==> config.mk <==
export PLATFORM = sky130hd
export DESIGN_NAME = button_encoder_flat
export DESIGN_NICKNAME = d
export VERILOG_FILES = /design/src/rtl/button_encoder_pkg.sv /design/src/rtl/button_encoder_if.sv /design/src/rtl/button_encoder_btn_debounce.sv /design/src/rtl/button_encoder.sv /design/src/flat_wrapper.sv
export SDC_FILE = /design/constraint.sdc
export NUM_CORES = 1
export LEC_CHECK = 0
export CAP_MARGIN = 20
export CORE_MARGIN = 4
export CORE_UTILIZATION = 40
export DETAILED_ROUTE_END_ITERATION = 7
export GPL_ROUTABILITY_DRIVEN = 0
export PLACE_DENSITY = 0.66
export SYNTH_ARGS = -nofsm -noshare
export SYNTH_HDL_FRONTEND = slang
export SYNTH_HIERARCHICAL = 1
export SYNTH_SLANG_ARGS = --single-unit
==> constraint.sdc <==
create_clock -name CLK -period 1.65 [get_ports CLK]
set_input_delay 0.2475 -clock CLK [delete_from_list [all_inputs] [get_ports CLK]]
set_output_delay 0.2475 -clock CLK [all_outputs]
set_load 0.01 [all_outputs]
==> src/rtl/button_encoder_pkg.sv <==
// Shared definitions for the button encoder: colour codes, FSM states,
// button count and small helpers on the debounced button vector.
package button_pkg;

  localparam int NUM_BUTTONS = 4;

  // Colour codes presented on IN; colour k is BTN[k].
  localparam logic [1:0] RED    = 2'd0;
  localparam logic [1:0] GREEN  = 2'd1;
  localparam logic [1:0] BLUE   = 2'd2;
  localparam logic [1:0] YELLOW = 2'd3;

  typedef enum logic [1:0] {
    IDLE    = 2'd0,
    HELD    = 2'd1,
    LOCKOUT = 2'd2
  } state_e;

  // True when exactly one button is pressed.
  function automatic logic is_onehot(input logic [NUM_BUTTONS-1:0] v);
    return (v != 4'd0) && ((v & (v - 4'd1)) == 4'd0);
  endfunction

  // Colour code of a one-hot button vector; RED for anything else.
  function automatic logic [1:0] encode_btn(input logic [NUM_BUTTONS-1:0] v);
    logic [1:0] code;
    case (v)
      4'b0001: code = RED;
      4'b0010: code = GREEN;
      4'b0100: code = BLUE;
      4'b1000: code = YELLOW;
      default: code = RED;
    endcase
    return code;
  endfunction

  // Button mask belonging to a colour code.
  function automatic logic [NUM_BUTTONS-1:0] code_mask(input logic [1:0] code);
    return 4'b0001 << code;
  endfunction

endpackage

==> src/rtl/button_encoder_if.sv <==
// Player-input bus between the board buttons / controller and the encoder.
// master: the side driving buttons and ENABLE (controller/board).
// slave : the encoder itself.
interface button_encoder_if;
  import button_pkg::*;

  logic [NUM_BUTTONS-1:0] BTN;
  logic                   ENABLE;
  logic [1:0]             IN;
  logic                   IN_VALID;
  logic                   ANY_PRESSED;

  modport master (
    output BTN,
    output ENABLE,
    input  IN,
    input  IN_VALID,
    input  ANY_PRESSED
  );

  modport slave (
    input  BTN,
    input  ENABLE,
    output IN,
    output IN_VALID,
    output ANY_PRESSED
  );
endinterface

==> src/rtl/button_encoder_btn_debounce.sv <==
// Single-button synchroniser and debouncer. The raw input only ever feeds
// the first synchroniser flop; the stable level flips after the synchronised
// level has differed from it for DEBOUNCE_CYCLES consecutive cycles.
module btn_debounce #(
  parameter int   SYNC_STAGES     = 2,
  parameter int   DEBOUNCE_CYCLES = 16,
  parameter logic STABLE_RST      = 1'b1
) (
  input  logic clk_i,
  input  logic rst_i,
  input  logic btn_i,
  output logic stable_o
);

  localparam int              CW      = $clog2(DEBOUNCE_CYCLES);
  localparam logic [CW-1:0]   CNT_MAX = CW'(DEBOUNCE_CYCLES - 1);

  logic [SYNC_STAGES-1:0] sync_q;
  logic [CW-1:0]          cnt_q;
  logic [CW-1:0]          cnt_d;
  logic                   stable_q;
  logic                   stable_d;
  logic                   sync_level_s;

  assign sync_level_s = sync_q[SYNC_STAGES-1];

  // Synchroniser shift chain, raw button enters at bit 0.
  always_ff @(posedge clk_i or posedge rst_i) begin
    if (rst_i) begin
      sync_q <= '0;
    end else begin
      sync_q <= {sync_q[SYNC_STAGES-2:0], btn_i};
    end
  end

  // Debounce counter: counts while levels differ, flips stable at the limit.
  always_comb begin
    cnt_d    = cnt_q;
    stable_d = stable_q;
    if (sync_level_s != stable_q) begin
      if (cnt_q == CNT_MAX) begin
        stable_d = ~stable_q;
        cnt_d    = '0;
      end else begin
        cnt_d    = cnt_q + CW'(1);
      end
    end else begin
      cnt_d = '0;
    end
  end

  // Debounce state registers; stable level resets to its configured value.
  always_ff @(posedge clk_i or posedge rst_i) begin
    if (rst_i) begin
      cnt_q    <= '0;
      stable_q <= STABLE_RST;
    end else begin
      cnt_q    <= cnt_d;
      stable_q <= stable_d;
    end
  end

  assign stable_o = stable_q;

endmodule

==> src/rtl/button_encoder.sv <==
// Player-input front end: four debounced buttons, chord rejection and a
// one-cycle IN_VALID strobe with the encoded colour per accepted press.
// Build option: define RELEASE_COMMIT_EN to emit the event when the button
// is released instead of when it is pressed.
// Debounced levels reset to "pressed" and the FSM to LOCKOUT, so a button
// held across reset release must be released before it can produce an event.
module button_encoder
  import button_pkg::*;
#(
  parameter int DEBOUNCE_CYCLES = 16,
  parameter int SYNC_STAGES     = 2
) (
  input  logic             CLK,
  input  logic             RST,
  button_encoder_if.slave  bus
);

  logic [NUM_BUTTONS-1:0] d_s;
  logic [NUM_BUTTONS-1:0] held_mask_s;
  logic                   d_onehot_s;

  state_e     state_q;
  state_e     state_d;
  logic [1:0] code_q;
  logic [1:0] code_d;
  logic [1:0] in_q;
  logic [1:0] in_d;
  logic       in_valid_q;
  logic       in_valid_d;
  logic       any_q;

  for (genvar k = 0; k < NUM_BUTTONS; k++) begin : g_btn
    btn_debounce #(
      .SYNC_STAGES     (SYNC_STAGES),
      .DEBOUNCE_CYCLES (DEBOUNCE_CYCLES),
      .STABLE_RST      (1'b1)
    ) u_debounce (
      .clk_i    (CLK),
      .rst_i    (RST),
      .btn_i    (bus.BTN[k]),
      .stable_o (d_s[k])
    );
  end

  assign d_onehot_s  = is_onehot(d_s);
  assign held_mask_s = code_mask(code_q);

  // Next-state, latched code and event strobe decisions.
  always_comb begin
    state_d    = state_q;
    code_d     = code_q;
    in_d       = in_q;
    in_valid_d = 1'b0;
    case (state_q)
      IDLE: begin
        if (d_s == 4'd0) begin
          state_d = IDLE;
        end else if (d_onehot_s) begin
          state_d = HELD;
          code_d  = encode_btn(d_s);
`ifndef RELEASE_COMMIT_EN
          if (bus.ENABLE) begin
            in_valid_d = 1'b1;
            in_d       = encode_btn(d_s);
          end else begin
            in_valid_d = 1'b0;
          end
`endif
        end else begin
          // Simultaneous presses are a chord: no event.
          state_d = LOCKOUT;
        end
      end
      HELD: begin
        if ((d_s & ~held_mask_s) != 4'd0) begin
          // Another button joined: chord, any pending event is dropped.
          state_d = LOCKOUT;
        end else if (d_s == 4'd0) begin
          state_d = IDLE;
`ifdef RELEASE_COMMIT_EN
          if (bus.ENABLE) begin
            in_valid_d = 1'b1;
            in_d       = code_q;
          end else begin
            in_valid_d = 1'b0;
          end
`endif
        end else begin
          state_d = HELD;
        end
      end
      LOCKOUT: begin
        if (d_s == 4'd0) begin
          state_d = IDLE;
        end else begin
          state_d = LOCKOUT;
        end
      end
      default: begin
        state_d = LOCKOUT;
      end
    endcase
  end

  // FSM and output registers.
  always_ff @(posedge CLK or posedge RST) begin
    if (RST) begin
      state_q    <= LOCKOUT;
      code_q     <= RED;
      in_q       <= 2'd0;
      in_valid_q <= 1'b0;
      any_q      <= 1'b1;
    end else begin
      state_q    <= state_d;
      code_q     <= code_d;
      in_q       <= in_d;
      in_valid_q <= in_valid_d;
      any_q      <= |d_s;
    end
  end

  assign bus.IN          = in_q;
  assign bus.IN_VALID    = in_valid_q;
  assign bus.ANY_PRESSED = any_q;

endmodule

==> src/flat_wrapper.sv <==
// flat-port wrapper written by rule: the top's interface ports become plain ports
module button_encoder_flat import button_pkg::*;
#(
  parameter int DEBOUNCE_CYCLES = 16,
  parameter int SYNC_STAGES     = 2
)
  (CLK, RST, bus_BTN, bus_ENABLE, bus_IN, bus_IN_VALID, bus_ANY_PRESSED);
  button_encoder_if bus_i ();
  input  logic CLK;
  input  logic RST;
  input wire logic [$bits(bus_i.BTN)-1:0] bus_BTN;
  input wire logic [$bits(bus_i.ENABLE)-1:0] bus_ENABLE;
  output wire logic [$bits(bus_i.IN)-1:0] bus_IN;
  output wire logic [$bits(bus_i.IN_VALID)-1:0] bus_IN_VALID;
  output wire logic [$bits(bus_i.ANY_PRESSED)-1:0] bus_ANY_PRESSED;
  assign bus_i.BTN = bus_BTN;
  assign bus_i.ENABLE = bus_ENABLE;
  assign bus_IN = bus_i.IN;
  assign bus_IN_VALID = bus_i.IN_VALID;
  assign bus_ANY_PRESSED = bus_i.ANY_PRESSED;
  button_encoder #(.DEBOUNCE_CYCLES(DEBOUNCE_CYCLES), .SYNC_STAGES(SYNC_STAGES)) u_core (.CLK(CLK), .RST(RST), .bus(bus_i));
endmodule
### Yosys cells after proc, flatten, opt, wreduce, memory -nomap -nowiden

Cells that the tools add are included.

| storage, ports and cells | value |
|---|---|
| memory bits (read-only) | 0 |
| RAM bits | 0 |
| latch bits | 0 |
| register bits after elaboration | 36 |
| memories kept | 0 |
| logic and storage cells | 76 |
| input bits | 7 |

| operators by class | value |
|---|---|
| shift-type cells | 1 |
| div/mod/pow operators | 0 |
| bitwise operators | 8 |
| eq/ne operators | 13 |
| muxes and demuxes | 19 |
| $lt $le $gt $ge | 0 |
| add/sub/neg operators | 5 |
| $mul | 0 |
| reductions and logical operators | 13 |

Operators with widths:

| kind | number |
|---|---|
| two-way mux 4 bit | 8 |
| equality test 4 bit (second input constant) | 5 |
| adder 4 x 1 -> 4 bit (second input constant) | 4 |
| case mux 2 bit (3 select lines) | 2 |
| AND 4 bit | 2 |
| zero test 4 bit | 2 |
| two-way mux 2 bit | 4 |
| AND reduction 2 bit | 4 |
| nonzero test 4 bit | 2 |
| two-way mux 1 bit | 5 |
| inverter 1 bit | 5 |
| equality test 4 x 2 -> 1 bit (second input constant) | 1 |
| equality test 4 x 3 -> 1 bit (second input constant) | 1 |
| != test 1 bit | 4 |
| inverter 4 bit | 1 |
| AND reduction 4 bit | 1 |
| OR reduction 4 bit | 1 |
| left shift 1 x 2 -> 4 bit (first input constant) | 1 |
| subtractor 4 x 1 -> 4 bit (second input constant) | 1 |
| AND reduction 3 bit | 1 |
| equality test 2 x 1 -> 1 bit (second input constant) | 1 |
| equality test 2 bit (second input constant) | 1 |
| zero test 2 bit | 1 |
| logical AND 1 bit | 1 |

### Logic depth before layout (Yosys ltp)

Gate-level depths: netlist of the first run.

| logic depth | value |
|---|---|
| depth after elaboration | 7 |
| depth in mapped cells | 4 |
| mapped depth without buffers | 3 |

### Hierarchy

Netlist of the first run, hierarchy kept.

Modules (own cells, without submodules):

| module | seq. area each (sq um) | area an instance (sq um) | times used | cells an instance |
|---|---|---|---|---|
| btn_debounce | 176.4 | 276.5 | 4 | 19 |
| button_encoder | 202.7 | 595.6 | 1 | 63 |

### Worst setup path after synthesis of the first run

Ideal clock, no wire load.

| timing | value |
|---|---|
| path type | reg2reg |
| start point | register u_core.g_btn[0].u_debounce.stable_q |
| end point | register u_core.state_q[0] |
| cell stages (with the launch flop) | 5 |
| path buffers | 1 |
| setup slack | 0.239 ns |
| data arrival time | 1.292 ns |
| setup time | 0.120 ns |
| path through | dfstp_2 buf_6 nor3_1 o311a_1 a31o_1 |

| between the ends | value |
|---|---|
| word-level cells in the longest chain between the ends | 7 |
| elaborated cells between the ends (all ways) | 13 |

RTL lines:

| what | line | RTL |
|---|---|---|
| from (decl) | button_encoder_btn_debounce.sv:21 | `logic stable_q;` |
| from (signal assigned) | button_encoder_btn_debounce.sv:59 | `stable_q <= stable_d;` |
| subtractor 4 x 1 -> 4 bit | button_encoder_pkg.sv:21 | `return (v != 4'd0) && ((v & (v - 4'd1)) == 4'd0);` |
| AND 4 bit | button_encoder_pkg.sv:21 |  |
| zero test 4 bit | button_encoder_pkg.sv:21 |  |
| logical AND 1 bit | button_encoder_pkg.sv:21 |  |
| two-way mux 2 bit | button_encoder.sv:58 | `end else if (d_onehot_s) begin` |
| two-way mux 2 bit | button_encoder.sv:56 | `if (d_s == 4'd0) begin` |
| case mux 2 bit (3 select lines) * | button_encoder.sv:54 | `case (state_q)` |
| net u_core.state_d[0] | button_encoder.sv:23 | `state_e state_d;` |
| to (signal assigned) | button_encoder.sv:114 | `state_q <= state_d;` |
| to (decl) | button_encoder.sv:22 | `state_e state_q;` |

The timed path passes the listed nets; every way through them passes the cells marked *.
A chain may end at the register's enable or synchronous reset.

### Worst setup path in the final report of the first run

| timing | value |
|---|---|
| start point | register u_core.any_q (netlist: u_core/bus.ANY_PRESSED) |
| end point | output bus_ANY_PRESSED |

RTL lines:

| what | line | RTL |
|---|---|---|
| from (decl) | button_encoder.sv:30 | `logic any_q;` |
| from (signal assigned) | button_encoder.sv:118 | `any_q <= \|d_s;` |
| to (decl) | flat_wrapper.sv:15 | `output wire logic [$bits(bus_i.ANY_PRESSED)-1:0] bus_ANY_PRESSED;` |

No word-level cell between the ends.

==> results.py, run 1 <==
metrics = {
    "floorplanning": {
        "die_w_um": 73.2,
        "die_area_um2": 5360,
        "start_util_pct": 41.9,
        "dieHeight_um": 73.2,
        "num_rows": 23,
        "pin_count": 11,
        "coreArea_um2": 4060,
    },
    "logic_synthesis": {
        "ys_ff_latch": 36,
        "synth_area_leader_cell": "dfrtp_1",
        "synthXorXnorAreaFrac_pct": 4.63,
        "synth-async-reset-ratio_pct": 100,
        "yosysWarnings": 6,
        "yosys-top-cells-area": "dfrtp_1 (44%), dfstp_2 (9.3%), a311oi_1 (4.1%)",
        "syn_nets": 150,
        "synthCells": 139,
        "seq_area_frac_synth_pct": 53.4,
        "synth_edf_count": 0,
        "synth_simple_gate_area_share_pct": 9.71,
        "synth_mux_area_share_pct": 4.71,
        "yosysUniqueCellTypes": 38,
        "syn_area_per_cell_um2": 12.2,
        "synth_adder_area_share_pct": 3.53,
        "syn_area_um2": 1700,
        "synth_top_area_share_pct": 44.1,
        "synth_top_family_by_area": "compound AO/OA/AOI/OAI gates",
        "synth_compound_gate_area_share_pct": 20.0,
        "synthFlopType": "dfrtp_1",
    },
    "power_and_ir_drop": {
        "leakagePower_uw": 0.000816,
        "p_per_area_nw_per_um2": 877,
        "peakVddDrop_uv": 421,
    },
    "setup_path": {
        "cp_max_fo": 1,
        "setup.worst_path.class": "flip-flop to primary output",
        "crit_path_cell_trace": "clkdlybuf4s50_1",
        "crit_path_end_kind": "primary output",
        "reg2reg_depth": 3,
        "required_ps": 1400,
        "crit_start": "u_core/bus.ANY_PRESSED",
        "cp-start-kind": "flip-flop",
        "crit_buf_inv": 1,
        "critPathMaxStageDelay_ps": 530,
        "critPathSlowestCell": "clkdlybuf4s50_1",
        "critPathTopFamily": "buffers and inverters",
        "rr_startpoint": "u_core/g_btn[1].u_debounce/stable_o",
        "crit_cells": 1,
        "arrival_ps": 1320,
    },
    "job": {
        "maxCapViolCount": 0,
    },
    "timing": {
        "tightest_slew_ps": 422,
        "period_share_pct": 95.2,
        "slew_violations": 0,
        "min_period_ps": 1570,
        "setup_slack_ps": 78.5,
        "setup_violations": 0,
        "finalClockSkew_ps": 2.72,
        "final_hold_viol_count": 0,
        "fmax_mhz": 636,
        "slew_headroom_pct": 71.8,
        "rsz0062_at_grt": "no",
    },
    "clock_tree": {
        "cts_tree": "done",
        "htree_num_levels": 2,
        "ctsResizeCount": 0,
        "clkSlewWorstSetupHoldPaths_ps": 60,
        "cts_root_buf": "clkbuf_8",
        "cts_setup_buffers": 0,
        "cts_hold_buffers": 0,
        "insertion_delay_ps": 280,
        "cts.sinks": 36,
        "cts_buffers": 5,
        "clock_path_buffers": 2,
    },
    "global_routing": {
        "grt_pass1_vias": 1235,
        "grt_max_degree": 19,
        "grt_antenna_before_repair": 0,
        "track_usage_pct": 14.1,
        "grt-ovfl-total": 0,
        "grt_pass1_wl_um": 5770,
    },
    "cells_and_area": {
        "nets": 163,
        "multi_input_area_um2": 724,
        "drive_gt1_share_pct": 18.3,
        "n_antenna_cell": 0,
        "area_growth_pct": 13.5,
        "fin_util_pct": 47.6,
        "fillers": 362,
        "regArea_um2": 908,
    },
    "routing": {
        "drt_wl_total_um": 3220,
        "ant_nets": 0,
        "drcViolationCount": 0,
        "drt_iter0_drc": 121,
        "wire_per_inst_um": 15.8,
        "dr.pass1.iters": 4,
        "num_vias": 1180,
        "vias_per_cell": 5.81,
    },
    "place": {
        "port_buffers": 10,
        "place_hpwl_um": 2340,
        "dp_slack_ps": -29.4,
    },
    "status": {
        "status": "complete, no violations",
    },
    "hold_path": {
        "hold_class": "input port to asynchronous set/reset pin",
    },
}
## path summary, 6_finish.rpt
check                                                            end  slack (ps)
worst max-delay path                                 bus_ANY_PRESSED          80
worst min-delay path             u_core/g_btn[3].u_debounce/cnt_q[2]         330
worst max register to register                     u_core/state_q[0]         140
worst min register to register  u_core/g_btn[3].u_debounce/sync_q[1]         350
max in group asynchronous                     u_core/bus.ANY_PRESSED         990
min in group CLK                u_core/g_btn[3].u_debounce/sync_q[1]         350
## flip-flops by register name, indices dropped and copies added (netlist names)
register / flops
u_core/g_btn.u_debounce/sync_q: 8
u_core/code_q: 2
u_core/g_btn.u_debounce/cnt_q: 16
u_core/bus.ANY_PRESSED: 1
u_core/bus.IN: 2
u_core/state_q: 2
u_core/bus.IN_VALID: 1
u_core/g_btn.u_debounce/stable_o: 4
## cell type report
type	instances	area share (%)
Tap cell	50	3.24
Timing Repair Buffer	12	5.96
Clock buffer	8	4.67
Multi-Input combinational cell	89	37.5
Sequential cell	36	47.1
Inverter	8	1.56
## cells by family (layout without fill, tap and decap cells)
kind of cell,count (synthesis),after routing
AOI/OAI and AO/OA,43,43
xor gates and xnor gates,9,9
buffers and inverters,14,28
and+or+nand+nor,26,26
DFF,36,36
muxes,6,6
adders and majority gates,5,5
## metal layers
layer  global-route usage (%)  vias up  part of all wire, %
met5                        0        -                    0
met4                     6.56        0                  1.9
met3                     5.10        8                  4.3
met2                     21.4       30                   50
met1                     18.0      592                   44
li1                         -      550                    -
## cells in the mapped netlist, drive strengths merged (2+ instances only)
| master | number |
|---|---|
| mux2 | 4 |
| dfstp | 6 |
| ha | 4 |
| o31ai | 3 |
| o21ai | 3 |
| a21o | 4 |
| a311oi | 8 |
| nor2 | 8 |
| nor3 | 2 |
| a211oi | 3 |
| nand3 | 4 |
| a221oi | 4 |
| xnor2 | 8 |
| a21oi | 5 |
| o41ai | 2 |
| a31o | 2 |
| a31oi | 6 |
| buf | 6 |
| inv | 8 |
| dfrtp | 30 |
| nor2b | 4 |
| mux2i | 2 |
| nand2b | 2 |
## cell usage in the layout, fill, tap and decap left out, types with 2 or more instances in the layout
| master | netlist | layout |
|---|---|---|
| xnor2_1 | 8 | 8 |
| inv_1 | 7 | 7 |
| a21oi_1 | 5 | 5 |
| o21ai_0 | 3 | 3 |
| a211oi_1 | 2 | 2 |
| clkbuf_1 | 0 | 2 |
| clkdlybuf4s50_1 | 0 | 10 |
| o41ai_2 | 2 | 2 |
| clkbuf_8 | 0 | 6 |
| nand3_2 | 4 | 4 |
| a31o_1 | 2 | 2 |
| dfstp_2 | 6 | 6 |
| a31oi_1 | 6 | 6 |
| nor2_1 | 8 | 8 |
| a221oi_1 | 4 | 4 |
| a311oi_1 | 8 | 8 |
| nor2b_1 | 4 | 4 |
| mux2_4 | 4 | 4 |
| o31ai_1 | 3 | 3 |
| a21o_1 | 4 | 4 |
| nor3_1 | 2 | 2 |
| dfrtp_1 | 30 | 30 |
| buf_4 | 1 | 2 |
| ha_1 | 4 | 4 |
| nand2b_1 | 2 | 2 |
| mux2i_1 | 2 | 2 |
## per-stage QoR
stage | instance area (um^2) | TNS (ps) | std cells | power (uW) | hold slack, ps
6_report | 1930 | 0 | 203 | 1690 | 333
2_1_floorplan | 1700 | 0 | 139 | 1040 | 50.2
3_3_place_gp | 1840 | 0 | 195 | 1070 | 334
5_1_grt | 1930 | 0 | 203 | 1790 | 346
4_1_cts | 1930 | 0 | 203 | 1720 | 341
3_5_place_dp | 1840 | -29.4 | 195 | 1090 | 337
## power by group
part	leakage, uW	switching, uW	total [uW]	internal, uW
registers	0.000452	37.2	958	920
logic	0.000319	56.5	113	56.8
clock network	0.0000455	282	622	340
total	0.000816	376	1690	1320
No activity file was read; power rests on OpenSTA's default activity.
==> run 2, diff against run 1 <==
CORE_MARGIN = not set   (was 4)
==> run 2 against run 1 <==
- combinational power hardly changed
- highest routed layer unchanged
- sequential power barely moved
- critical path depth stayed put
- maximum frequency rose by 0.19%
- largest power group unchanged
- worst setup slack better by 3.0 ps
==> results.py, run 2 (synthesized netlist as in run 1, its figures left out) <==
metrics = {
    "cells_and_area": {
        "layout_common_cells": "dfrtp_1 (30), clkdlybuf4s50_1 (10), nor2_1 (8), xnor2_1 (8), a311oi_1 (8)",
        "design_area_um2": 1920,
        "nets": 162,
        "largest_register_ffs": 16,
        "drive_gt1_share_pct": 17.8,
        "area_growth_pct": 13.0,
        "final_common_cell": "dfrtp_1",
        "n_antenna_cell": 0,
        "top_register": "u_core/g_btn.u_debounce/cnt_q",
    },
    "power_and_ir_drop": {
        "finalPower_uw": 1710,
        "p_sw_share_pct": 22.9,
        "leakagePower_uw": 0.000811,
        "p_per_area_nw_per_um2": 888,
        "switchingPower_uw": 390,
        "p_int_uw": 1320,
        "peakVddDrop_uv": 319,
        "clkPwrFrac_pct": 37.4,
        "combPwrFrac_pct": 6.6,
        "seqPwrFrac_pct": 56.0,
    },
    "routing": {
        "drcViolationCount": 0,
        "wire_per_inst_um": 15.6,
        "drt_iter0_drc": 58,
        "drt_wl_total_um": 3160,
        "ant_nets": 0,
        "dr.pass1.iters": 4,
        "num_vias": 1161,
        "vias_per_cell": 5.75,
    },
    "clock_tree": {
        "cts_buffers": 5,
        "cts.sinks": 36,
        "clock_path_buffers": 2,
        "cts_hold_buffers": 0,
        "clkSlewWorstSetupHoldPaths_ps": 70,
        "cts_root_buf": "clkbuf_8",
        "cts_setup_buffers": 0,
        "cts_tree": "done",
        "htree_num_levels": 2,
        "ctsResizeCount": 0,
        "insertion_delay_ps": 290,
    },
    "floorplanning": {
        "die_w_um": 67.2,
        "die_area_um2": 4520,
        "coreArea_um2": 4030,
        "num_rows": 23,
        "pin_count": 11,
        "dieHeight_um": 67.2,
        "start_util_pct": 42.2,
    },
    "timing": {
        "setup_violations": 0,
        "tightest_slew_ps": 390,
        "period_share_pct": 95.1,
        "rsz0062_at_grt": "no",
        "min_period_ps": 1570,
        "tns_ps": 0,
        "finalClockSkew_ps": 5.25,
        "slew_headroom_pct": 73.8,
        "fmax_mhz": 638,
        "final_hold_viol_count": 0,
        "slew_violations": 0,
    },
    "setup_path": {
        "reg2reg_depth": 3,
        "cp_max_fo": 1,
        "required_ps": 1400,
        "arrival_ps": 1320,
        "reg2reg_to": "u_core/state_q[0]",
        "critPathMaxStageDelay_ps": 520,
        "rr_startpoint": "u_core/g_btn[3].u_debounce/stable_o",
        "crit_path_end_kind": "primary output",
        "crit_cells": 1,
        "critPathSlowestCell": "dfstp_2",
        "crit_buf_inv": 1,
        "cp-start-kind": "flip-flop",
        "crit_path_cell_trace": "clkdlybuf4s50_1",
        "setup.worst_path.class": "flip-flop to primary output",
        "r2r_slack_ps": 130,
        "critPathTopFamily": "flip-flops",
    },
    "global_routing": {
        "grt_pass1_wl_um": 5490,
        "grt-ovfl-total": 0,
        "grt_max_degree": 19,
        "grt_antenna_before_repair": 0,
        "grt_pass1_vias": 1234,
        "track_usage_pct": 16.7,
    },
    "job": {
        "maxCapViolCount": 0,
    },
    "place": {
        "port_buffers": 10,
        "place_hpwl_um": 2210,
        "placedInstanceArea_um2": 1830,
    },
    "hold_path": {
        "hold_class": "input port to asynchronous set/reset pin",
    },
    "status": {
        "status": "complete, no violations",
    },
}
==> run 2: metal layers <==
metal | part of all wire (%) | GRT usage (%) | wire (um)
met5 | 0 | 0 | 0
met4 | 1.3 | 8.24 | 41
met3 | 3.9 | 5.57 | 122
met2 | 50 | 28.7 | 1590
met1 | 44 | 18.4 | 1400
==> run 2: layout make-up <==
cell class / count / area (um^2)
multi-input cells: 89 / 724
clock buffers: 8 / 90.1
inverters: 8 / 30.0
repair buffers: 11 / 108
flip-flops and latches: 36 / 908
fillers: 373 / 2110
well taps: 50 / 62.6
==> run 2: how the worst max path moves through the flow <==
| stage | startpoint | end | slack [ps] |
|---|---|---|---|
| after global routing | u_core/bus.ANY_PRESSED | bus_ANY_PRESSED | 40 |
| final | u_core/bus.ANY_PRESSED | bus_ANY_PRESSED | 80 |
| after detailed placement | bus_ENABLE | u_core/bus.IN[1] | -20 |
| after floorplan | u_core/g_btn[0].u_debounce/stable_o | u_core/state_q[0] | 240 |
| after global placement | bus_ENABLE | u_core/bus.IN[1] | 50 |
| after CTS | u_core/bus.ANY_PRESSED | bus_ANY_PRESSED | 60 |
==> run 2: power by group through the flow <==
stage / clock (uW) / sequential, uW / combinational [uW]
after floorplan: 0 / 963 / 80.8
after global placement: 0 / 967 / 107
after detailed placement: 0 / 971 / 115
after CTS: 669 / 956 / 116
after global routing: 709 / 961 / 131
final: 638 / 956 / 113
==> run 2: through the flow <==
| step | instances | util [%] | setup slack [ps] | hold slack (ps) |
|---|---|---|---|---|
| 6_report | 202 | 47.7 | 81.5 | 315 |
| 3_5_place_dp | 194 | 45.5 | -16.4 | 336 |
| 5_1_grt | 202 | 47.7 | 39.2 | 372 |
| 2_1_floorplan | 139 | - | 239 | 50.2 |
| 3_3_place_gp | 194 | 45.5 | 50.1 | 333 |
| 4_1_cts | 202 | 47.7 | 56.9 | 325 |
==> run 3, diff against run 2 <==
SETUP_SLACK_MARGIN = 0.4   (was not set)
==> run 3 against run 2 <==
- total power fell by 0.60%
- largest power group unchanged
- maximum frequency rose by 4.4%
- die area did not move
- hold slack improved by 27 ps
- count of clock-buffer cells in the layout fell by 2
- largest cell class unchanged
- sequential cell count did not move
- final cell count rose by 9.4%
- via count rose by 4.6%
- combinational power rose by 17%
- clock skew fell by 1.9 ps
==> results.py, run 3 (synthesized netlist as in run 1, its figures left out) <==
metrics = {
    "clock_tree": {
        "htree_num_levels": 2,
        "clock_path_buffers": 2,
        "cts_tree": "done",
        "cts.sinks": 36,
        "insertion_delay_ps": 280,
        "cts_root_buf": "clkbuf_8",
        "cts_buffers": 5,
        "cts_hold_buffers": 0,
        "clkSlewWorstSetupHoldPaths_ps": 70,
    },
    "setup_path": {
        "critPathSlowestCell": "or4_4",
        "critPathMaxStageDelay_ps": 570,
        "reg2reg_to": "u_core/state_q[0]",
        "crit_path_cell_trace": "or4_4, o311a_1, a31o_1",
        "cp_max_fo": 6,
        "crit_path_end_kind": "flip-flop",
        "required_ps": 1820,
        "cp-start-kind": "flip-flop",
        "r2r_slack_ps": 150,
        "rr_startpoint": "u_core/g_btn[3].u_debounce/stable_o",
        "setup.worst_path.end": "u_core/state_q[0]",
        "arrival_ps": 1680,
        "crit_start": "u_core/g_btn[3].u_debounce/stable_o",
        "setup.worst_path.class": "flip-flop to flip-flop",
        "reg2reg_depth": 3,
    },
    "power_and_ir_drop": {
        "finalPower_uw": 1700,
        "p_int_uw": 1290,
        "clkPwrFrac_pct": 35.5,
        "seqPwrFrac_pct": 56.7,
        "peakVddDrop_uv": 504,
        "p_sw_share_pct": 24.3,
        "leakagePower_uw": 0.000956,
        "switchingPower_uw": 412,
        "combPwrFrac_pct": 7.8,
        "p_per_area_nw_per_um2": 759,
    },
    "routing": {
        "ant_nets": 0,
        "wire_per_inst_um": 16.2,
        "drcViolationCount": 0,
        "dr.pass1.iters": 4,
        "drt_wl_total_um": 3570,
        "drt_iter0_drc": 84,
        "vias_per_cell": 5.49,
        "num_vias": 1214,
    },
    "global_routing": {
        "grt-ovfl-total": 0,
        "grt_max_degree": 15,
        "grt_antenna_before_repair": 0,
        "grt_pass1_vias": 1261,
        "track_usage_pct": 18.3,
        "grt_pass1_wl_um": 5940,
    },
    "floorplanning": {
        "coreArea_um2": 4030,
        "die_w_um": 67.2,
        "die_area_um2": 4520,
        "num_rows": 23,
        "dieHeight_um": 67.2,
        "start_util_pct": 42.2,
        "pin_count": 11,
    },
    "cells_and_area": {
        "nets": 181,
        "top_register": "u_core/g_btn.u_debounce/cnt_q",
        "final_common_cell": "dfrtp_1",
        "regArea_um2": 923,
        "area_growth_pct": 31.4,
        "n_antenna_cell": 0,
        "layout_common_cells": "dfrtp_1 (30), buf_4 (12), buf_6 (8), nor2_1 (7), inv_1 (7)",
        "drive_gt1_share_pct": 38.0,
        "multi_input_area_um2": 863,
        "fin_util_pct": 55.5,
        "largest_register_ffs": 16,
        "fillers": 354,
    },
    "timing": {
        "tns_ps": 0,
        "fmax_mhz": 665,
        "setup_slack_ps": 147,
        "finalClockSkew_ps": 3.35,
        "final_hold_viol_count": 0,
        "period_share_pct": 91.1,
        "rsz0062_at_grt": "yes",
        "setup_violations": 0,
        "slew_violations": 0,
        "min_period_ps": 1500,
        "hold_ws_ps": 343,
        "slew_headroom_pct": 74.9,
        "tightest_slew_ps": 374,
    },
    "status": {
        "status": "complete, no violations",
    },
    "place": {
        "port_buffers": 10,
        "dp_slack_ps": -29.8,
        "place_hpwl_um": 2140,
    },
    "hold_path": {
        "hold_class": "input port to asynchronous set/reset pin",
    },
    "job": {
        "maxCapViolCount": 0,
    },
}
run 3: changes by cell type in the layout (fill, tap and decap cells not counted), moves of 4 or more:
cell and change:
a311oi_1 -5, a311oi_2 +5, buf_4 +11, buf_6 +8, clkdlybuf4s50_1 -4, dfstp_2 -4
dfstp_4 +4
run 3: final cells by class:
| type | instances | area share (%) |
|---|---|---|
| well taps | 50 | 2.80 |
| repair buffers | 30 | 12.1 |
| inverters | 8 | 1.34 |
| clock inverters | 2 | 0.560 |
| multi-input cells | 89 | 38.6 |
| flip-flops and latches | 36 | 41.3 |
| clock buffers | 6 | 3.25 |
run 3: worst min-delay path by stage:
stage / endpoint / slack (ps)
3_5_place_dp: u_core/g_btn[0].u_debounce/sync_q[1] / 340
3_3_place_gp: u_core/g_btn[1].u_debounce/sync_q[1] / 330
5_1_grt: u_core/g_btn[1].u_debounce/sync_q[1] / 360
6_report: u_core/g_btn[0].u_debounce/cnt_q[3] / 340
4_1_cts: u_core/g_btn[0].u_debounce/cnt_q[0] / 340
2_1_floorplan: u_core/g_btn[0].u_debounce/cnt_q[0] / 50
run 3: routing by layer:
layer	routed length (um)	global-route usage (%)	vias to the layer above	share of wire [%]
li1	-	-	589	-
met1	1560	22.2	603	44
met2	1900	30.9	20	53
met3	87	5.07	2	2.4
met4	21	6.38	0	0.59
met5	0	0	-	0
run 3: power by group through the flow:
stage,Combinational [uW],Clock (uW),Sequential [uW]
after CTS,124,626,956
after floorplan,81.3,0,963
after detailed placement,117,0,971
final,132,602,963
after global placement,110,0,967
after global routing,151,674,968
run 3: worst max-delay path: cells and delay by family, from the launching register on:
family           cells  cell delay (ps)
AND/OR/NAND/NOR      1              570
flip-flops           1              500
AO/OA/AOI/OAI        2              330
run 3: stage by stage:
stage	area (um^2)	std cells
5_1_grt	2240	221
3_5_place_dp	1850	195
2_1_floorplan	1720	139
6_report	2240	221
3_3_place_gp	1850	195
4_1_cts	2100	219
run 3: repair_timing:
action,4_1_cts,5_1_grt
pin swaps,4,10
setup endpoints to repair,20,22
setup buffers,16,2
gates resized for setup,17,25
